===== config.mk =====
export PLATFORM = sky130hd
export DESIGN_NAME = vx_issue_scheduler
export DESIGN_NICKNAME = d
export VERILOG_FILES = /design/src/rtl/vx_issue_scheduler_pkg.sv /design/src/rtl/vx_issue_scheduler_starve_rr_pick.sv /design/src/rtl/vx_issue_scheduler.sv
export SDC_FILE = /design/constraint.sdc
export NUM_CORES = 1
export LEC_CHECK = 0
export CAP_MARGIN = 0
export CORE_AREA = 2 2 143 145
export CTS_CLUSTER_DIAMETER = 80
export DETAILED_ROUTE_END_ITERATION = 6
export DIE_AREA = 0 0 145 147
export PLACE_DENSITY = 0.78
export SETUP_SLACK_MARGIN = 0.15
export SYNTH_ARGS = -nofsm -noshare
export SYNTH_HDL_FRONTEND = slang
export SYNTH_SLANG_ARGS = --single-unit

===== constraint.sdc =====
create_clock -name clk -period 9.71 [get_ports clk]
set_clock_uncertainty 0.05 [all_clocks]
set_input_delay 1.4565 -clock clk [delete_from_list [all_inputs] [get_ports clk]]
set_output_delay 1.4565 -clock clk [all_outputs]
set_load 0.03 [all_outputs]

===== src/rtl/vx_issue_scheduler_pkg.sv =====
// Shared constants for the issue scheduler: starvation default, counter widths
// and the index-width helper used by the top and the picker.
package vx_issue_scheduler_pkg;

  localparam int STARVE_LIMIT_DEFAULT = 15;
  localparam int STARVE_CNT_W         = 8;
  localparam int PERF_CTR_BITS        = 32;

  function automatic int idx_w(input int n);
    return (n > 1) ? $clog2(n) : 1;
  endfunction

endpackage


===== src/rtl/vx_issue_scheduler_starve_rr_pick.sv =====
// Combinational picker: lowest-index starved requester wins, otherwise the
// first eligible requester at or after rr_ptr (wrapping).
module vx_issue_scheduler_starve_rr_pick
  import vx_issue_scheduler_pkg::*;
#(
  parameter int NUM_REQS = 4,
  parameter int IDXW     = idx_w(NUM_REQS)
) (
  input  logic [NUM_REQS-1:0] eligible,
  input  logic [NUM_REQS-1:0] starved,
  input  logic [IDXW-1:0]     rr_ptr,
  output logic                pick_valid,
  output logic [IDXW-1:0]     pick_idx
);

  always_comb begin
    pick_valid = 1'b0;
    pick_idx   = '0;
    // Descending scans so the last hit is the lowest index / nearest to rr_ptr.
    for (int i = NUM_REQS - 1; i >= 0; i--) begin
      if (starved[i]) begin
        pick_valid = 1'b1;
        pick_idx   = IDXW'(i);
      end
    end
    if (!pick_valid) begin
      for (int k = NUM_REQS - 1; k >= 0; k--) begin
        if (eligible[(int'(rr_ptr) + k) % NUM_REQS]) begin
          pick_valid = 1'b1;
          pick_idx   = IDXW'((int'(rr_ptr) + k) % NUM_REQS);
        end
      end
    end
  end

endmodule


===== src/rtl/vx_issue_scheduler.sv =====
// Issue scheduler: NUM_REQS warps share one registered issue slot, arbitrated
// round-robin with a starvation override; counts stall cycles.
module vx_issue_scheduler
  import vx_issue_scheduler_pkg::*;
#(
  parameter int NUM_REQS     = 4,
  parameter int DATAW        = 64,
  parameter int STARVE_LIMIT = STARVE_LIMIT_DEFAULT
) (
  input  logic                      clk,
  input  logic                      reset,
  input  logic [NUM_REQS-1:0]       req_valid,
  input  logic [NUM_REQS-1:0]       req_ops_ready,
  input  logic [NUM_REQS*DATAW-1:0] req_data,
  output logic [NUM_REQS-1:0]       req_ready,
  output logic                      out_valid,
  output logic [DATAW-1:0]          out_data,
  output logic [idx_w(NUM_REQS)-1:0] out_idx,
  input  logic                      out_ready,
  output logic [PERF_CTR_BITS-1:0]  perf_stalls
);

  localparam int IDXW = idx_w(NUM_REQS);
  localparam int SCW  = STARVE_CNT_W;

  logic [NUM_REQS-1:0]      eligible;
  logic [NUM_REQS-1:0]      starved;
  logic [NUM_REQS-1:0]      grant;
  logic                     can_load;
  logic                     pick_valid;
  logic                     grant_fire;
  logic [IDXW-1:0]          pick_idx;
  logic [DATAW-1:0]         data_arr [NUM_REQS];

  logic [IDXW-1:0]          rr_ptr_q, rr_ptr_d;
  logic [SCW-1:0]           starve_cnt_q [NUM_REQS];
  logic [SCW-1:0]           starve_cnt_d [NUM_REQS];
  logic                     out_valid_q, out_valid_d;
  logic [DATAW-1:0]         out_data_q, out_data_d;
  logic [IDXW-1:0]          out_idx_q, out_idx_d;
  logic [PERF_CTR_BITS-1:0] perf_stalls_q, perf_stalls_d;

  assign eligible = req_valid & req_ops_ready;
  assign can_load = ~out_valid_q | out_ready;

  for (genvar gi = 0; gi < NUM_REQS; gi++) begin : g_req
    assign data_arr[gi] = req_data[gi*DATAW +: DATAW];
    assign starved[gi]  = eligible[gi] && (starve_cnt_q[gi] == SCW'(STARVE_LIMIT));
  end

  vx_issue_scheduler_starve_rr_pick #(
    .NUM_REQS (NUM_REQS),
    .IDXW     (IDXW)
  ) u_pick (
    .eligible   (eligible),
    .starved    (starved),
    .rr_ptr     (rr_ptr_q),
    .pick_valid (pick_valid),
    .pick_idx   (pick_idx)
  );

  // No grant while reset is held so req_ready reads zero during reset.
  assign grant_fire = can_load & pick_valid & ~reset;

  always_comb begin
    grant = '0;
    if (grant_fire) grant[pick_idx] = 1'b1;
  end

  assign req_ready = grant;

  always_comb begin
    rr_ptr_d      = rr_ptr_q;
    out_valid_d   = out_valid_q;
    out_data_d    = out_data_q;
    out_idx_d     = out_idx_q;
    perf_stalls_d = perf_stalls_q;
    if (grant_fire) begin
      rr_ptr_d    = (pick_idx == IDXW'(NUM_REQS - 1)) ? '0 : pick_idx + 1'b1;
      out_valid_d = 1'b1;
      out_data_d  = data_arr[pick_idx];
      out_idx_d   = pick_idx;
    end else if (out_ready) begin
      out_valid_d = 1'b0;
    end
    if ((|req_valid) && !(|grant)) perf_stalls_d = perf_stalls_q + 1'b1;
  end

  always_comb begin
    for (int i = 0; i < NUM_REQS; i++) begin
      starve_cnt_d[i] = starve_cnt_q[i];
      if (!req_valid[i] || grant[i]) begin
        starve_cnt_d[i] = '0;
      end else if (starve_cnt_q[i] != SCW'(STARVE_LIMIT)) begin
        starve_cnt_d[i] = starve_cnt_q[i] + 1'b1;
      end
    end
  end

  always_ff @(posedge clk) begin
    if (reset) begin
      rr_ptr_q      <= '0;
      out_valid_q   <= 1'b0;
      out_idx_q     <= '0;
      perf_stalls_q <= '0;
      for (int i = 0; i < NUM_REQS; i++) starve_cnt_q[i] <= '0;
    end else begin
      rr_ptr_q      <= rr_ptr_d;
      out_valid_q   <= out_valid_d;
      out_idx_q     <= out_idx_d;
      perf_stalls_q <= perf_stalls_d;
      for (int i = 0; i < NUM_REQS; i++) starve_cnt_q[i] <= starve_cnt_d[i];
    end
  end

  // Payload needs no reset; it is only observed while out_valid is set.
  always_ff @(posedge clk) begin
    out_data_q <= out_data_d;
  end

  assign out_valid   = out_valid_q;
  assign out_data    = out_data_q;
  assign out_idx     = out_idx_q;
  assign perf_stalls = perf_stalls_q;

endmodule


* Yosys cells after proc, flatten, opt, wreduce, memory -nomap -nowiden
Memories as Yosys holds them, arrays and structs flattened.
Index checks and enable logic that the tools add are counted.
** Word-level totals
- Memories :: 1
- Output and inout port bits :: 103
- Bits in latches :: 0
- Memory bits (writable) :: 32
- Register bits :: 101
- Bits in read-only memories :: 0
- Input bits :: 267
** Memory list
- starve_cnt_q :: depth 4, bits a word 8, rd ports 4, clocked after memory_dff 0, write ports 4, RTL line vx_issue_scheduler.sv:36 : logic [SCW-1:0] starve_cnt_q [NUM_REQS];
** Operators by class
- Add/sub/neg operators :: 9
- Equal/unequal tests :: 9
- Div/mod/pow operators :: 0
- Reduce and logical (&&, ||, !) cells :: 21
- Magnitude comparators :: 7
- Bitwise gates (word level) :: 14
- Multiplexer cells :: 53
- Shift operators :: 0
- Multiply operators :: 0
** Operator list (count)
- binary-select mux 64 bit (select 2 bit) :: 1
- 2-to-1 mux 64 bit :: 2
- 2-to-1 mux 8 bit :: 12
- adder 32 x 1 -> 32 bit (second input constant) :: 1
- adder 8 x 1 -> 8 bit (second input constant) :: 4
- == test 8 x 4 -> 1 bit (second input constant) :: 4
- != test 8 x 4 -> 1 bit (second input constant) :: 4
- 2-to-1 mux 1 bit :: 22
- 2-to-1 mux 2 bit :: 10
- less-than comparator 3 x 4 -> 1 bit (second input constant) :: 3
- binary-select mux 1 bit (select 2 bit) :: 4
- OR reduction 4 bit :: 2
- logical AND 1 bit :: 6
- less-than comparator 2 x 3 -> 1 bit (second input constant) :: 2
- OR reduction 2 bit :: 3
- logical NOT 1 bit :: 5
- OR 1 bit :: 5
- adder 2 x 1 -> 2 bit (second input constant) :: 2
- adder 2 bit (second input constant) :: 2
- AND 4 bit :: 1
- logical OR 1 bit :: 4
- 2-to-1 mux 4 bit :: 1
- AND 1 bit (first input constant) :: 3
- greater-or-equal comparator 3 bit (second input constant) :: 1
- other kinds (7) :: 9

* Depth between registers and ports, before layout
An unclocked memory read counts as a cell.
- Word-level depth :: 20
- Mapped depth :: 15

* Cells and area by module
Synthesis repeated with hierarchy kept, for this count alone.
** Second synthesis, totals
- Cells, all modules :: 550
- Area, all modules :: 6817.8 µm²
** By module, submodules not included
- vx_issue_scheduler :: seq. area each 3303.2 µm², instances 1, cells an instance 529, area each 6673.9 µm²
- vx_issue_scheduler_starve_rr_pick :: seq. area each 0.0 µm², instances 1, cells an instance 21, area each 143.9 µm²

* Worst setup path before layout
Ideal clock, no wire load.
- Path kind :: input-to-output
- Start point :: in req_valid[2]
- End point :: out req_ready[2]
- Buffers on the path :: 2
- Data arrival time :: 4.477 ns
- Stages on the path :: 5
- Path slack :: 3.727 ns
- Required time :: 8.204 ns
- Cells stage by stage :: clkbuf_1 -> a22o_1 -> o211a_1 -> clkbuf_1 -> and2_1
** Between the ends
- Elaborated cells on any way between the ends :: 37
- Classes of those cells :: 2 x order compare; 30 x mux; 3 x bitwise; 2 x reduce/logical
** RTL lines
- start: declaration :: RTL line vx_issue_scheduler.sv:12 : input logic [NUM_REQS-1:0] req_valid,
- AND 4 bit (*) :: RTL line vx_issue_scheduler.sv:43 : assign eligible = req_valid & req_ops_ready;
- binary-select mux 1 bit (select 2 bit) :: RTL line vx_issue_scheduler_starve_rr_pick.sv:28 : if (eligible[(int'(rr_ptr) + k) % NUM_REQS]) begin
- 2-to-1 mux 1 bit (implied by the code) (2 in series) :: RTL line vx_issue_scheduler_starve_rr_pick.sv:28
- 2-to-1 mux 1 bit (4 in series) :: RTL line vx_issue_scheduler_starve_rr_pick.sv:28
- 2-to-1 mux 1 bit (*) :: RTL line vx_issue_scheduler_starve_rr_pick.sv:26 : if (!pick_valid) begin
- AND 1 bit (*) (2 in series) :: RTL line vx_issue_scheduler.sv:63 : assign grant_fire = can_load & pick_valid & ~reset;
- net grant_fire :: RTL line vx_issue_scheduler.sv:31 : logic grant_fire;
- 2-to-1 mux 4 bit (*) :: RTL line vx_issue_scheduler.sv:67 : if (grant_fire) grant[pick_idx] = 1'b1;
- end: declaration :: RTL line vx_issue_scheduler.sv:15 : output logic [NUM_REQS-1:0] req_ready,
The timed path passes the listed nets; every way through them passes the cells marked *. The select of a mux whose other input is x is not followed.

* Worst setup path after layout
- Start point :: in req_valid[3]
- End point :: out req_ready[3]
** Between the ends
- Cells in the longest elaborated chain, start to end :: 16
- Elaborated cells on any way between the ends :: 39
- Classes of those cells :: 2 x order compare; 32 x mux; 3 x bitwise; 2 x reduce/logical
** Ends and longest elaborated chain
- AND 4 bit (*) :: RTL line vx_issue_scheduler.sv:43
- logical AND 1 bit :: RTL line vx_issue_scheduler.sv:48 : assign starved[gi] = eligible[gi] && (starve_cnt_q[gi] == SCW'(STARVE_LIMIT));
- 2-to-1 mux 2 bit (4 in series) :: RTL line vx_issue_scheduler_starve_rr_pick.sv:21 : if (starved[i]) begin
- 2-to-1 mux 2 bit (4 in series) :: RTL line vx_issue_scheduler_starve_rr_pick.sv:28
- 2-to-1 mux 2 bit :: RTL line vx_issue_scheduler_starve_rr_pick.sv:26
- less-than comparator 2 x 3 -> 1 bit (implied by the code) / greater-or-equal comparator 2 x 1 -> 1 bit (equally long branches) :: RTL line vx_issue_scheduler.sv:67
- logical AND 1 bit (implied by the code) :: RTL line vx_issue_scheduler.sv:67
- 2-to-1 mux 1 bit (implied by the code) :: RTL line vx_issue_scheduler.sv:67
- demux 1 bit (select 2 bit) :: RTL line vx_issue_scheduler.sv:67
- 2-to-1 mux 4 bit (*) :: RTL line vx_issue_scheduler.sv:67
Mark *: on every way between the ends. The rest lies on a longest branch, timed or not. The select of a mux whose other input is x is not followed.

==> reports/summary.txt <==
Final setup vio count: 0
Post-route minimum period: 7.08 ns
Clock power frac: 36.8%
Clk sinks: 133
Max Root-Sink Buffers: 2
Max-slew violation count: 0
Post-CTS sizing: 0
DRC: 0
Slew HR: 35.9%
Total power draw: 0.00184 W
Final Hold Fails: 0
P_int: 0.00130 W
Place WS: 2.63 ns
Reg-to-Reg End: perf_stalls[15]$_SDFFE_PP0P_
Sequential area share after synthesis: 42.7%
Most area-consuming cells after synthesis: edfxtp_1 (25%), dfxtp_1 (18%), a32oi_1 (14%)
R2R depth: 15
Final HPWL DP: 21600 um
Detailed-route vias per instance: 5.97
Fin crit share: 72.9%
Async SR Flop Fraction: 0%
Status: finished, final reports clean
Core Area: 19800 um2
Crit path max fanout: 66
P per Cell Area: 152 nW/um2
Finished Layout Cells: 1442
Comb power frac: 27.3%
Synth Instances: 850
CP endpoint kind: output pin
Register share of total power: 35.9%
All-layer global routing usage: 27.3%
Placer Congestion: 0.897
Avg Inst Size Synth: 9.11 um2
Switching share of power: 29.4%
Syn nets: 1126
Max cap viols: 0
CP startpoint kind: input pin
Routed vias: 8607
Root Buffer: clkbuf_16
TritonCTS Buffers: 17
Fmax: 141 MHz
CP Data Required Time: 8.20 ns
Min-Delay Path Depth: 2
Layout area overhead: 55.9%
Most common cell after layout, fill and taps aside: clkdlybuf4s50_1
Chip Height: 147 um
Grt total ovfl: 0
Post-synthesis cell type count: 51
Switch Pwr: 0.000540 W
DIE WIDTH: 145 um
Synth Flop Type: dfxtp_1
Unrepaired setup endpoints after global routing: no
Leakage Power: 3.96 nW
Peak supply drop: 0.000109 V
Vias in the first global route: 8180
Row count: 52
First-pass GRT wire length: 45300 um
Layout cell share with drive strength beyond 1: 4.44%
Ports: 370
Initial antenna violation count: 2
Worst r2r src: starve_cnt_q[0][0]$_SDFFE_PP0P_
Starting Density: 39.0%
Number of hold buffers added after cts: 0
Fin nets: 1433
Hold WS: 0.432 ns
DIE AREA: 21300 um2
H-Tree Depth: 4
Placed insts: 1408
Most frequent cells in the layout: clkdlybuf4s50_1 (369), a32oi_1 (128), o21ai_0 (123)
Worst hold endpoint: starve_cnt_q[1][1]$_SDFFE_PP0P_
Final WL: 30600 um
Worst R2R Setup Slack: 4.76 ns
IO buf count: 369
Clock Latency Late Sink: 0.42 ns
Final WS setup: 2.63 ns
Yosys warns: 0
Area leader, netlist: edfxtp_1
Post-DRT Antenna Nets: 0
CTS tree: built
Largest net degree at the start of global routing: 88
1st-pass router iterations: 6
Mapped cell area: 7740 um2
Postcts setup bufs: 0
Hold path start: starve_cnt_q[1][1]$_SDFFE_PP0P_
EDFF count, synth: 64
TNS Setup: 0 ns
WL per Instance: 21.2 um
Min-Delay Path Class: register to register
Initial DRC count: 686
Yosys top cell area share: 24.8%
#FFs+latches synth: 133
Worst Path Arrival: 5.58 ns
Worst slew pin tran: 0.957 ns
WS Path Type: input pin to output pin
Clock Pin Slew Worst Setup and Hold Paths: 0.06 ns
[area by class of cell]
| type | instances | area (um2) |
|---|---|---|
| Antenna cell | 2 | 5.00 |
| Clock buffer | 23 | 510 |
| Clock inverter | 9 | 114 |
| Fill cell | 1696 | 7770 |
| Inverter | 7 | 26.3 |
| Multi-Input combinational cell | 618 | 4000 |
| Sequential cell | 133 | 3300 |
| Tap cell | 270 | 338 |
| Timing Repair Buffer | 380 | 3780 |
[state kept, by name, indices dropped and copies added (netlist names)]
signal        count
out_data         64
perf_stalls      32
starve_cnt_q     32
out_idx           2
rr_ptr_q          2
out_valid         1
[cell usage after synthesis (2+ instances only)]
cell and number:
a32oi_1 128, o21ai_0 123, nand3_1 82, dfxtp_1 69, edfxtp_1 64, clkbuf_1 60
nor2_1 42, nand2_1 28, a21oi_1 27, o21ai_1 19, nand4_1 17, xor2_1 17
xnor2_1 16, and3_1 14, buf_2 14, and2_1 12, or4_1 11, ha_1 9
or3_1 9, buf_6 8, nor3_1 8, buf_4 7, nand3b_1 7, o31ai_1 7
and4_1 6, inv_1 5, mux2i_1 4, a211oi_1 3, a31oi_1 3, clkbuf_2 3
o21a_1 3, a22o_1 2, inv_2 2, nand2b_1 2, nor3b_1 2, nor4_1 2
[cells by family after synthesis]
family                   after synthesis  synth area share, %
AO/OA/AOI/OAI                        324                 28.4
AND/OR/NAND/NOR                      248                 17.0
flip-flops                           133                 42.7
buffers and inverters                 99                 6.19
XOR/XNOR                              33                 3.73
adder cells (fa/ha/maj)                9                 1.45
multiplexers                           4                0.517
[power groups by stage]
stage / logic [W] / clock network, W / registers [W]
after global placement: 0.000493 / 0 / 0.000670
after detailed placement: 0.000498 / 0 / 0.000672
after CTS: 0.000500 / 0.000689 / 0.000660
after global routing: 0.000532 / 0.000714 / 0.000664
final: 0.000502 / 0.000676 / 0.000660
after floorplan: 0.000206 / 0 / 0.000736
[critical path, cell delays in order]
cell,delay [ns]
clkdlybuf4s50_1,0.52
nand2_1,0.20
o21ai_0,0.25
a311o_2,0.19
buf_4,0.58
nand2_1,0.25
inv_2,0.51
buf_4,0.53
ha_1,0.24
and2_1,0.15
clkdlybuf4s50_1,0.68
[metrics by stage]
step | utilization, % | cell area (um2)
3_5_place_dp | 57.7 | 11400
6_report | 60.8 | 12100
2_1_floorplan | - | 7740
3_3_place_gp | 57.7 | 11400
4_1_cts | 60.8 | 12100
5_1_grt | 60.8 | 12100
[how the worst max path moves through the flow]
stage                             from           end  slack, ns  depth (start not counted)
after CTS                 req_valid[3]  req_ready[3]       2.63                         11
after global routing      req_valid[2]  req_ready[1]       2.41                         11
after global placement    req_valid[3]  req_ready[3]       2.70                         11
final                     req_valid[3]  req_ready[3]       2.63                         11
after detailed placement  req_valid[3]  req_ready[3]       2.63                         11
after floorplan           req_valid[2]  req_ready[2]       3.73                          5
[metal layers]
| layer | vias to the layer above | global-route usage, % | part of all wire [%] |
|---|---|---|---|
| met5 | - | 0 | 0 |
| met4 | 0 | 12.8 | 4.0 |
| met3 | 65 | 7.08 | 8.0 |
| met2 | 475 | 47.7 | 50 |
| met1 | 4068 | 31.5 | 38 |
| li1 | 3999 | - | - |
(Power assumes the default switching activity.)
